$ cat src/rtl/seg7_pkg.sv
// Character codes, segment decode and message ROM for the 7-segment scanner.
package seg7_pkg;

    localparam int unsigned CHAR_W      = 6;
    localparam int unsigned SEG_W       = 7;
    localparam int unsigned MSG_ROM_N   = 16;
    localparam int unsigned MSG_ROM_LEN = 8;

    typedef logic [CHAR_W-1:0] char_t;

    localparam char_t CH_0     = 6'd0;
    localparam char_t CH_1     = 6'd1;
    localparam char_t CH_2     = 6'd2;
    localparam char_t CH_3     = 6'd3;
    localparam char_t CH_4     = 6'd4;
    localparam char_t CH_5     = 6'd5;
    localparam char_t CH_6     = 6'd6;
    localparam char_t CH_7     = 6'd7;
    localparam char_t CH_8     = 6'd8;
    localparam char_t CH_9     = 6'd9;
    localparam char_t CH_A     = 6'd10;
    localparam char_t CH_C     = 6'd11;
    localparam char_t CH_D     = 6'd12;
    localparam char_t CH_E     = 6'd13;
    localparam char_t CH_L     = 6'd14;
    localparam char_t CH_N     = 6'd15;
    localparam char_t CH_O     = 6'd16;
    localparam char_t CH_P     = 6'd17;
    localparam char_t CH_R     = 6'd18;
    localparam char_t CH_S     = 6'd19;
    localparam char_t CH_T     = 6'd20;
    localparam char_t CH_U     = 6'd21;
    localparam char_t CH_BLANK = 6'd63;

    // Capital O is shown with the digit-0 glyph; CH_O is the lowercase o.
    localparam char_t MSG_ROM [MSG_ROM_N][MSG_ROM_LEN] = '{
        '{CH_C, CH_E, CH_0, CH_1, CH_BLANK, CH_BLANK, CH_BLANK, CH_BLANK},
        '{CH_C, CH_E, CH_0, CH_2, CH_BLANK, CH_BLANK, CH_BLANK, CH_BLANK},
        '{CH_C, CH_E, CH_0, CH_3, CH_BLANK, CH_BLANK, CH_BLANK, CH_BLANK},
        '{CH_P, CH_R, CH_0, CH_N, CH_T,     CH_O,     CH_BLANK, CH_BLANK},
        '{CH_E, CH_R, CH_R, CH_0, CH_BLANK, CH_BLANK, CH_BLANK, CH_BLANK},
        '{default: CH_BLANK},
        '{default: CH_BLANK},
        '{default: CH_BLANK},
        '{default: CH_BLANK},
        '{default: CH_BLANK},
        '{default: CH_BLANK},
        '{default: CH_BLANK},
        '{default: CH_BLANK},
        '{default: CH_BLANK},
        '{default: CH_BLANK},
        '{default: CH_BLANK}
    };

    // Active-high segment pattern {a,b,c,d,e,f,g} for a character code.
    function automatic logic [SEG_W-1:0] char_to_seg(input char_t ch);
        logic [SEG_W-1:0] s;
        case (ch)
            CH_0:    s = 7'b1111110;
            CH_1:    s = 7'b0110000;
            CH_2:    s = 7'b1101101;
            CH_3:    s = 7'b1111001;
            CH_4:    s = 7'b0110011;
            CH_5:    s = 7'b1011011;
            CH_6:    s = 7'b1011111;
            CH_7:    s = 7'b1110000;
            CH_8:    s = 7'b1111111;
            CH_9:    s = 7'b1111011;
            CH_A:    s = 7'b1110111;
            CH_C:    s = 7'b1001110;
            CH_D:    s = 7'b0111101;
            CH_E:    s = 7'b1001111;
            CH_L:    s = 7'b0001110;
            CH_N:    s = 7'b0010101;
            CH_O:    s = 7'b0011101;
            CH_P:    s = 7'b1100111;
            CH_R:    s = 7'b0000101;
            CH_S:    s = 7'b1011011;
            CH_T:    s = 7'b0001111;
            CH_U:    s = 7'b0111110;
            default: s = 7'b0000000;
        endcase
        return s;
    endfunction

    // ROM character lookup; callers range-check before truncating indices.
    function automatic char_t rom_char(input logic [3:0] msg, input logic [2:0] idx);
        return MSG_ROM[msg][idx];
    endfunction

endpackage

$ cat src/rtl/seg7_scan_timer.sv
// Prescaled digit scan counter with frame-wrap strobe.
module seg7_scan_timer #(
    parameter int unsigned N_DIGITS = 4,
    parameter int unsigned PRESCALE = 50000,
    localparam int unsigned SCAN_W  = $clog2(N_DIGITS)
) (
    input  logic              clock,
    input  logic              reset,
    output logic [SCAN_W-1:0] scan_idx,
    output logic              frame_wrap_c,
    output logic              frame_tick
);

    localparam int unsigned PRE_W = $clog2(PRESCALE);

    logic [PRE_W-1:0]  prescaler_q, prescaler_d;
    logic [SCAN_W-1:0] scan_idx_q, scan_idx_d;
    logic              frame_tick_q, frame_tick_d;
    logic              step_c;

    // Prescaler wrap produces a scan step; last digit on a step is the frame wrap.
    always_comb begin
        step_c       = (prescaler_q == PRE_W'(PRESCALE - 1));
        frame_wrap_c = step_c && (scan_idx_q == SCAN_W'(N_DIGITS - 1));
        prescaler_d  = step_c ? '0 : prescaler_q + PRE_W'(1);
        scan_idx_d   = scan_idx_q;
        if (step_c) begin
            scan_idx_d = frame_wrap_c ? '0 : scan_idx_q + SCAN_W'(1);
        end
        frame_tick_d = frame_wrap_c;
    end

    // Timer state registers.
    always_ff @(posedge clock or posedge reset) begin
        if (reset) begin
            prescaler_q  <= '0;
            scan_idx_q   <= '0;
            frame_tick_q <= 1'b0;
        end else begin
            prescaler_q  <= prescaler_d;
            scan_idx_q   <= scan_idx_d;
            frame_tick_q <= frame_tick_d;
        end
    end

    assign scan_idx   = scan_idx_q;
    assign frame_tick = frame_tick_q;

endmodule

$ cat src/rtl/seg7_message_scanner.sv
// Multiplexed 7-segment message display with blink and scroll modes.
module seg7_message_scanner
    import seg7_pkg::*;
#(
    parameter int unsigned N_DIGITS       = 4,
    parameter int unsigned PRESCALE       = 50000,
    parameter int unsigned N_MSG          = 16,
    parameter int unsigned MSG_LEN        = 8,
    parameter int unsigned BLINK_FRAMES   = 64,
    parameter int unsigned SCROLL_FRAMES  = 128,
    parameter int unsigned SEG_ACTIVE_LOW = 0,
    localparam int unsigned MSG_W         = (N_MSG > 1) ? $clog2(N_MSG) : 1
) (
    input  logic                clock,
    input  logic                reset,
    input  logic [MSG_W-1:0]    msg_sel,
    input  logic                msg_valid,
    input  logic                blink_en,
    input  logic                scroll_en,
    output logic [6:0]          seg,
    output logic [N_DIGITS-1:0] digit_en,
    output logic                frame_tick
);

    localparam int unsigned SCAN_W = $clog2(N_DIGITS);
    localparam int unsigned OFF_W  = $clog2(MSG_LEN);
    localparam int unsigned BCNT_W = (BLINK_FRAMES > 1) ? $clog2(BLINK_FRAMES) : 1;
    localparam int unsigned SCNT_W = (SCROLL_FRAMES > 1) ? $clog2(SCROLL_FRAMES) : 1;
    localparam logic [6:0]          SEG_OFF = (SEG_ACTIVE_LOW != 0) ? 7'h7F : 7'h00;
    localparam logic [N_DIGITS-1:0] DIG_OFF = (SEG_ACTIVE_LOW != 0) ? {N_DIGITS{1'b1}} : '0;

    logic [SCAN_W-1:0]   scan_idx;
    logic                frame_wrap_c;

    logic [OFF_W-1:0]    offset_q, offset_d;
    logic [SCNT_W-1:0]   scroll_cnt_q, scroll_cnt_d;
    logic [BCNT_W-1:0]   blink_cnt_q, blink_cnt_d;
    logic                blink_phase_q, blink_phase_d;
    logic [MSG_W-1:0]    prev_sel_q;
    logic                prev_valid_q;
    logic [6:0]          seg_q, seg_d;
    logic [N_DIGITS-1:0] digit_en_q, digit_en_d;

    logic                valid_eff_c;
    logic                msg_change_c;
    int unsigned         char_pos;
    char_t               ch_c;
    logic [6:0]          seg_raw_c;

    seg7_scan_timer #(
        .N_DIGITS (N_DIGITS),
        .PRESCALE (PRESCALE)
    ) u_scan_timer (
        .clock        (clock),
        .reset        (reset),
        .scan_idx     (scan_idx),
        .frame_wrap_c (frame_wrap_c),
        .frame_tick   (frame_tick)
    );

    // Message-change detect, blink/scroll frame counters and output decode.
    always_comb begin
        valid_eff_c  = msg_valid && (32'(msg_sel) < N_MSG);
        msg_change_c = (msg_sel != prev_sel_q) || (valid_eff_c && !prev_valid_q);

        blink_cnt_d   = blink_cnt_q;
        blink_phase_d = blink_phase_q;
        if (msg_change_c || !blink_en) begin
            blink_cnt_d   = '0;
            blink_phase_d = 1'b1;
        end else if (frame_wrap_c) begin
            if (blink_cnt_q == BCNT_W'(BLINK_FRAMES - 1)) begin
                blink_cnt_d   = '0;
                blink_phase_d = !blink_phase_q;
            end else begin
                blink_cnt_d = blink_cnt_q + BCNT_W'(1);
            end
        end

        scroll_cnt_d = scroll_cnt_q;
        offset_d     = offset_q;
        if (msg_change_c || !scroll_en) begin
            scroll_cnt_d = '0;
            offset_d     = '0;
        end else if (frame_wrap_c) begin
            if (scroll_cnt_q == SCNT_W'(SCROLL_FRAMES - 1)) begin
                scroll_cnt_d = '0;
                offset_d     = (offset_q == OFF_W'(MSG_LEN - 1)) ? '0 : offset_q + OFF_W'(1);
            end else begin
                scroll_cnt_d = scroll_cnt_q + SCNT_W'(1);
            end
        end

        // Both terms are below MSG_LEN, so one conditional subtract is a full modulo.
        char_pos = 32'(offset_q) + 32'(scan_idx);
        if (char_pos >= MSG_LEN) begin
            char_pos = char_pos - MSG_LEN;
        end

        ch_c = CH_BLANK;
        if ((32'(msg_sel) < MSG_ROM_N) && (char_pos < MSG_ROM_LEN)) begin
            ch_c = rom_char(4'(msg_sel), 3'(char_pos));
        end

        seg_raw_c = '0;
        if (valid_eff_c && !(blink_en && !blink_phase_q)) begin
            seg_raw_c = char_to_seg(ch_c);
        end

        seg_d      = (SEG_ACTIVE_LOW != 0) ? ~seg_raw_c : seg_raw_c;
        digit_en_d = N_DIGITS'(1) << scan_idx;
        if (SEG_ACTIVE_LOW != 0) begin
            digit_en_d = ~digit_en_d;
        end
    end

    // Message, mode and output registers.
    always_ff @(posedge clock or posedge reset) begin
        if (reset) begin
            offset_q      <= '0;
            scroll_cnt_q  <= '0;
            blink_cnt_q   <= '0;
            blink_phase_q <= 1'b1;
            prev_sel_q    <= '0;
            prev_valid_q  <= 1'b0;
            seg_q         <= SEG_OFF;
            digit_en_q    <= DIG_OFF;
        end else begin
            offset_q      <= offset_d;
            scroll_cnt_q  <= scroll_cnt_d;
            blink_cnt_q   <= blink_cnt_d;
            blink_phase_q <= blink_phase_d;
            prev_sel_q    <= msg_sel;
            prev_valid_q  <= valid_eff_c;
            seg_q         <= seg_d;
            digit_en_q    <= digit_en_d;
        end
    end

    assign seg      = seg_q;
    assign digit_en = digit_en_q;

endmodule

$ cat config.mk
export PLATFORM = sky130hd
export DESIGN_NAME = seg7_message_scanner
export DESIGN_NICKNAME = d
export VERILOG_FILES = /design/src/rtl/seg7_pkg.sv /design/src/rtl/seg7_scan_timer.sv /design/src/rtl/seg7_message_scanner.sv
export SDC_FILE = /design/constraint.sdc
export NUM_CORES = 1
export LEC_CHECK = 0
export CELL_PAD_IN_SITES_DETAIL_PLACEMENT = 0
export CELL_PAD_IN_SITES_GLOBAL_PLACEMENT = 1
export CORE_MARGIN = 2
export CORE_UTILIZATION = 33
export DETAILED_ROUTE_END_ITERATION = 10
export PLACE_DENSITY = 0.7
export SLEW_MARGIN = 20
export SYNTH_ARGS = -nofsm -noshare
export SYNTH_HDL_FRONTEND = slang
export SYNTH_SLANG_ARGS = --single-unit
export TNS_END_PERCENT = 20
$ cat constraint.sdc
create_clock -name clock -period 3.02 [get_ports clock]
set_input_delay 0.302 -clock clock [delete_from_list [all_inputs] [get_ports clock]]
set_output_delay 0.302 -clock clock [all_outputs]
set_load 0.01 [all_outputs]
After elaboration in Yosys (flattened, before gate mapping)
Memories as Yosys holds them, arrays and structs flattened.
Index checks and enable logic that the tools add are counted.
{"block": "op_classes", "order_cmp": 4, "n_shift": 1, "mux": 24, "n_addsub": 7, "bitwise_logic": 2, "n_reduce_logical": 18, "n_eq_ne": 6}
{"cell": "48-bit 2-to-1 mux", "count": 2}
{"cell": "6-bit 2-to-1 mux", "count": 6}
{"cell": "7-bit 2-to-1 mux", "count": 5}
{"cell": "32-bit by 4-bit < comparator with 1-bit output, second input constant", "count": 1}
{"cell": "32-bit 2-to-1 mux", "count": 1}
{"cell": "6-bit binary-select mux with 3-bit select", "count": 1}
{"cell": "16-bit by 1-bit adder with 16-bit output, second input constant", "count": 1}
{"cell": "16-bit equality test, second input constant", "count": 1}
{"cell": "16-bit 2-to-1 mux", "count": 1}
{"cell": "3-bit 2-to-1 mux", "count": 4}
{"cell": "4-bit greater-or-equal comparator, second input constant", "count": 2}
{"cell": "2-bit nonzero test", "count": 4}
{"cell": "7-bit by 1-bit adder with 7-bit output, second input constant", "count": 1}
{"cell": "7-bit equality test, second input constant", "count": 1}
{"cell": "6-bit by 1-bit adder with 6-bit output, second input constant", "count": 1}
{"cell": "6-bit equality test, second input constant", "count": 1}
{"cell": "5-bit greater-or-equal comparator, second input constant", "count": 1}
{"cell": "1-bit zero test", "count": 5}
{"cell": "4-bit inverter with 5-bit output", "count": 1}
{"cell": "4-bit by 4-bit subtractor with 5-bit output, second input constant", "count": 1}
{"cell": "3-bit by 2-bit adder with 4-bit output", "count": 1}
{"cell": "1-bit logical AND", "count": 4}
{"cell": "4-bit inequality test", "count": 1}
{"cell": "3-bit inverter with 4-bit output", "count": 1}
{"cell": "9 further kinds", "count": 14}
{"block": "word_totals", "rom_bits": 992, "regBits": 52, "out_inout_bits": 12, "input_bits": 9, "memories": 2}
{"name": "(name not given)", "words": 16, "width": 48, "rd": 1, "rd_ports_with_merged_regs": 0, "write_ports": 0, "line": "seg7_pkg.sv:88", "rtl": "return MSG_ROM[msg][idx];"}
{"name": "(name not given)", "words": 32, "width": 7, "rd": 1, "rd_ports_with_merged_regs": 0, "write_ports": 0, "line": "seg7_pkg.sv:58", "rtl": "case (ch)"}

Logic depth before layout (Yosys ltp)
An unclocked memory read counts as a cell.
{"block": "depth", "depth_word": 11, "depth_mapped": 12, "depth_no_buf": 11}

Modules after synthesis
A second synthesis with hierarchy kept.
{"block": "hier_totals", "hier_cells": 306, "area_unflattened_um2": 3004.1}
{"mod": "seg7_message_scanner", "instances": 1, "cells_per_inst": 231, "area_per_inst_um2": 2114.5}
{"mod": "seg7_scan_timer", "instances": 1, "cells_per_inst": 75, "area_per_inst_um2": 889.6}

Worst setup path after synthesis
Ideal clock, no wire load.
{"block": "synth_path", "kind": "flip-flop to flip-flop", "start": "register u_scan_timer.scan_idx_q[0] (netlist: u_scan_timer.scan_idx[0])", "end": "register seg_q[0] (netlist: seg[0])", "setup_time_ns": 0.138, "arrival_time_ns": 2.870, "period_less_slack_ns": 3.008, "stages_incl_launch_ff": 13, "slack_ns": 0.012, "required_time_ns": 2.882, "path_cell_list": "dfrtp_1 ha_1 fa_1 clkbuf_1 nor4bb_1 nand3b_1 o21ai_0 nor2_1 inv_1 ha_1 or2_2 a41oi_1 a21oi_1"}
{"block": "synth_via", "elab_chain_cells": 11, "word_cells_on_any_way": 13, "classes_between": "add/sub (2); order compare (2); mux (7); bitwise (1); memory (1)"}
{"element": "start, declared", "line": "seg7_scan_timer.sv:17", "rtl": "logic [SCAN_W-1:0] scan_idx_q, scan_idx_d;"}
{"element": "start signal, assigned", "line": "seg7_scan_timer.sv:41", "rtl": "scan_idx_q <= scan_idx_d;"}
{"element": "3-bit by 2-bit adder with 4-bit output *", "line": "seg7_message_scanner.sv:95", "rtl": "char_pos = 32'(offset_q) + 32'(scan_idx);"}
{"element": "4-bit by 4-bit subtractor with 5-bit output or 4-bit greater-or-equal comparator (tied branches)", "line": "seg7_message_scanner.sv:97, seg7_message_scanner.sv:96"}
{"element": "32-bit 2-to-1 mux *", "line": "seg7_message_scanner.sv:96", "rtl": "if (char_pos >= MSG_LEN) begin"}
{"element": "parallel branches: the longest is 4 deep, another holds 32-bit by 4-bit < comparator with 1-bit output"}
{"element": "6-bit 2-to-1 mux *", "line": "seg7_message_scanner.sv:101", "rtl": "if ((32'(msg_sel) < MSG_ROM_N) && (char_pos < MSG_ROM_LEN)) begin"}
{"element": "memory 32 x 7 bit"}
{"element": "7-bit 2-to-1 mux *", "line": "seg7_pkg.sv:58"}
{"element": "7-bit 2-to-1 mux *", "line": "seg7_message_scanner.sv:106", "rtl": "if (valid_eff_c && !(blink_en && !blink_phase_q)) begin"}
{"element": "named net seg_d[0]", "line": "seg7_message_scanner.sv:41", "rtl": "logic [6:0] seg_q, seg_d;"}
{"element": "end signal, assigned", "line": "seg7_message_scanner.sv:135", "rtl": "seg_q <= seg_d;"}
{"element": "end, declared", "line": "seg7_message_scanner.sv:41"}
Mark *: on every way through the listed nets, which the timed path passes. The select of a mux whose other input is x is not followed.
A chain may end at the register's enable or synchronous reset.

Final worst setup path
Ends and elaborated chain as after synthesis.

==> impl_metrics.env <==
export IMPL_port_buffers=20
export IMPL_start_util_pct=34.0
export IMPL_setup_ws_ns=0.116
export IMPL_synthSimpleGateAreaFrac_pct=22.9
export IMPL_ys_async_sr_fraction_pct=100
export IMPL_fp_dieW_um=99.1
export IMPL_crit_arrival_ns=3.09
export IMPL_tightest_slew_ns=0.594
export IMPL_crit_path_start_kind="register"
export IMPL_fmax_mhz=344
export IMPL_setup_viol=0
export IMPL_htreeDepth=2
export IMPL_clock_skew_ns=0.00616
export IMPL_synth_cells=315
export IMPL_period_share_pct=96.2
export IMPL_wl_per_cell_um=13.8
export IMPL_dr_pass1_iters=4
export IMPL_maxSlewHeadroom_pct=60.3
export IMPL_ant_nets=0
export IMPL_synth_distinct_cells=57
export IMPL_dp_hpwl_um=4620
export IMPL_hp_class="input pin to asynchronous set/reset pin"
export IMPL_status="finished, final reports clean"
export IMPL_die_area_um2=9820
export IMPL_antenna_found_initial=0
export IMPL_drc=0
export IMPL_synth_nets=343
export IMPL_gp_congestion=0.828
export IMPL_die_h_um=99.1
export IMPL_synth_avg_cell_area_um2=9.47
export IMPL_synth_top_area_share_pct=42.8
export IMPL_antenna_cells=0
export IMPL_critPathTopFamily="adder cells"
export IMPL_period_minus_slack_ns=2.90
export IMPL_synthXorXnorAreaFrac_pct=7.63
export IMPL_fp_row_count=34
export IMPL_power_leakage_uw=0.00158
export IMPL_yosys_warnings=0
export IMPL_routed_via_count=2332
export IMPL_drive_gt1_share_pct=13.6
export IMPL_total_power_uw=1250
export IMPL_cts_max_path_buffers=2
export IMPL_crit_fanout=11
export IMPL_cpPeakStageDelay_ns=0.69
export IMPL_cp_num_buf_inv=3
export IMPL_ir_drop_mv=0.177
export IMPL_stdcell_area_um2=3580
export IMPL_p_per_area_nw_per_um2=350
export IMPL_fin_nets=380
export IMPL_drv_cap=0
export IMPL_clock_root_buffer="clkbuf_8"
export IMPL_drt_total_wl_um=6340
export IMPL_hold_violations=0
export IMPL_synth_top_family_by_area="simple AND/OR/NAND/NOR gates"
export IMPL_cts_tree="built"
export IMPL_rsz0062_at_grt="true"
export IMPL_crit_type="register to register"
export IMPL_ys_flop_type="dfrtp_1"
export IMPL_ys_seq_area_share_pct=43.7
export IMPL_cp_slowest_cell="fa_2"
export IMPL_via_per_inst=5.06
export IMPL_synth_edff_count=0
export IMPL_postCtsHoldBufs=0
export IMPL_end_kind="register"
export IMPL_ys_top_cells_by_area="dfrtp_1 43%, ha_1 7.6%, nor2_1 4.4%"
export IMPL_synth_seq_cells=52
export IMPL_drtIter0Drc=62
export IMPL_crit_top_cell="buf_4"
export IMPL_postPlaceCellArea_um2=3400
export IMPL_cts_sinks=52
export IMPL_overflow=0
export IMPL_clk_latency_ns=0.30
export IMPL_ios=21
export IMPL_syn_area_um2=2980
export IMPL_synth_compound_area_share_pct=13.1
export IMPL_core_um2=8760
export IMPL_grt_pass1_vias=2259
export IMPL_path_cells="ha_1 > fa_2 > buf_4 > inv_1 > o311a_1 > a21o_1 > buf_4 > or2_2 > a41oi_1 > a21oi_1"
export IMPL_place_ws_ns=-0.0237
export IMPL_grt_pass1_wl_um=10600
export IMPL_setup_tns_ns=0
export IMPL_nFillCells=872
export IMPL_required_ns=3.21
export IMPL_yosys_mux_area_fraction_pct=1.01
export IMPL_syn_to_final_growth_pct=20.0
export IMPL_cts_buffers=5
export IMPL_grt_max_degree=30
export IMPL_synthAdderAreaFrac_pct=8.22
export IMPL_clk_pin_slew_ns=0.09
export IMPL_drv_slew=0
export IMPL_yosys_area_top_type="dfrtp_1"
export IMPL_grt_usage_pct=13.2
==> final timing paths <==
check / end / start / cells past startpoint / slack, ns
setup / recovery: seg[0]$_DFF_PP0_ / u_scan_timer.scan_idx[0]$_DFFE_PP0P_ / 10 / 0.12
hold / removal: u_scan_timer.scan_idx[1]$_DFFE_PP0P_ / reset / 2 / 0.39
setup reg to reg: seg[0]$_DFF_PP0_ / u_scan_timer.scan_idx[0]$_DFFE_PP0P_ / 10 / 0.12
hold reg to reg: u_scan_timer.prescaler_q[0]$_DFF_PP0_ / u_scan_timer.prescaler_q[0]$_DFF_PP0_ / 1 / 0.47
max in group asynchronous: blink_phase_q$_DFFE_PP1P_ / reset / 3 / 1.91
min in group clock: u_scan_timer.prescaler_q[0]$_DFF_PP0_ / u_scan_timer.prescaler_q[0]$_DFF_PP0_ / 1 / 0.47
==> cells in the final DEF (no fill, tap or decap), types with 12 or more instances in the layout <==
cell / n
clkdlybuf4s50_1: 20
nand2_1: 31
ha_1: 18
dfrtp_1: 51
nor2_1: 34
xnor2_1: 13
a21oi_1: 15
o21ai_0: 12
buf_4: 22
xor2_1: 13
==> metal layers <==
metal	GRT usage, %	vias to the layer above	share of wire [%]
li1	-	1179	-
met1	17.7	1119	48
met2	21.9	30	48
met3	2.20	4	2.5
met4	3.79	0	0.96
met5	0	-	0
==> sequential cells by signal (all words and copies together), names as in the netlist <==
name and cells:
u_scan_timer.scan_idx 2, offset_q 3, u_scan_timer.prescaler_q 16, blink_phase_q 1, u_scan_timer.frame_tick 1, blink_cnt_q 6, scroll_cnt_q 7, prev_sel_q 4
seg 7, digit_en 4, prev_valid_q 1
==> report_power, final <==
group | leakage [µW] | internal (µW) | switching, µW
logic | 0.000837 | 51.2 | 67.6
clock network | 0.0000515 | 210 | 220
registers | 0.000691 | 702 | 1.89
==> through the flow <==
step                      util, %  instances  hold WS [ns]
after floorplan                 -        315         0.333
after global placement       38.8        449         0.452
after detailed placement     38.8        449         0.460
after CTS                    40.2        457         0.404
after global routing         40.8        461         0.429
final                        40.8        461         0.387
==> worst register-to-register path: stages, from the launching register on <==
cell and delay, ns:
dfrtp_1 0.40, ha_1 0.23, fa_2 0.69, buf_4 0.15, inv_1 0.07, o311a_1 0.32, a21o_1 0.21, buf_4 0.18
or2_2 0.29, a41oi_1 0.21, a21oi_1 0.06
==> Yosys cell counts, drive strengths merged (4+ instances only) <==
library cell and number:
dfrtp 51, nor2 35, nand2 32, ha 18, a21oi 15, o21ai 14
xnor2 13, xor2 13, inv 12, nand3 11, nand4 11, clkbuf 10
and3 6, nor3 6, nor2b 5, or2 4, or3 4
==> cell families after synthesis <==
kind of cell             after synthesis
AND/OR/NAND/NOR                      131
AO/OA/AOI/OAI                         59
adder cells (fa/ha/maj)               19
buffers and inverters                 25
flip-flops                            52
multiplexers                           3
XOR/XNOR                              26
==> timing repair <==
item,4_1_cts,5_1_grt
pin swaps,0,5
endpoints found under the setup margin,2,7
cloned,0,0
gates resized for setup,4,10
buffers inserted,0,4
==> layout make-up <==
| cell class | count | area, µm² | area share (%) |
|---|---|---|---|
| multi-input cells | 238 | 1620 | 45.3 |
| well taps | 108 | 135 | 3.77 |
| flip-flops and latches | 52 | 1300 | 36.4 |
| inverters | 12 | 45.0 | 1.26 |
| repair buffers | 43 | 377 | 10.5 |
| clock buffers | 8 | 100 | 2.80 |
Power figures use the tool's default switching activity.
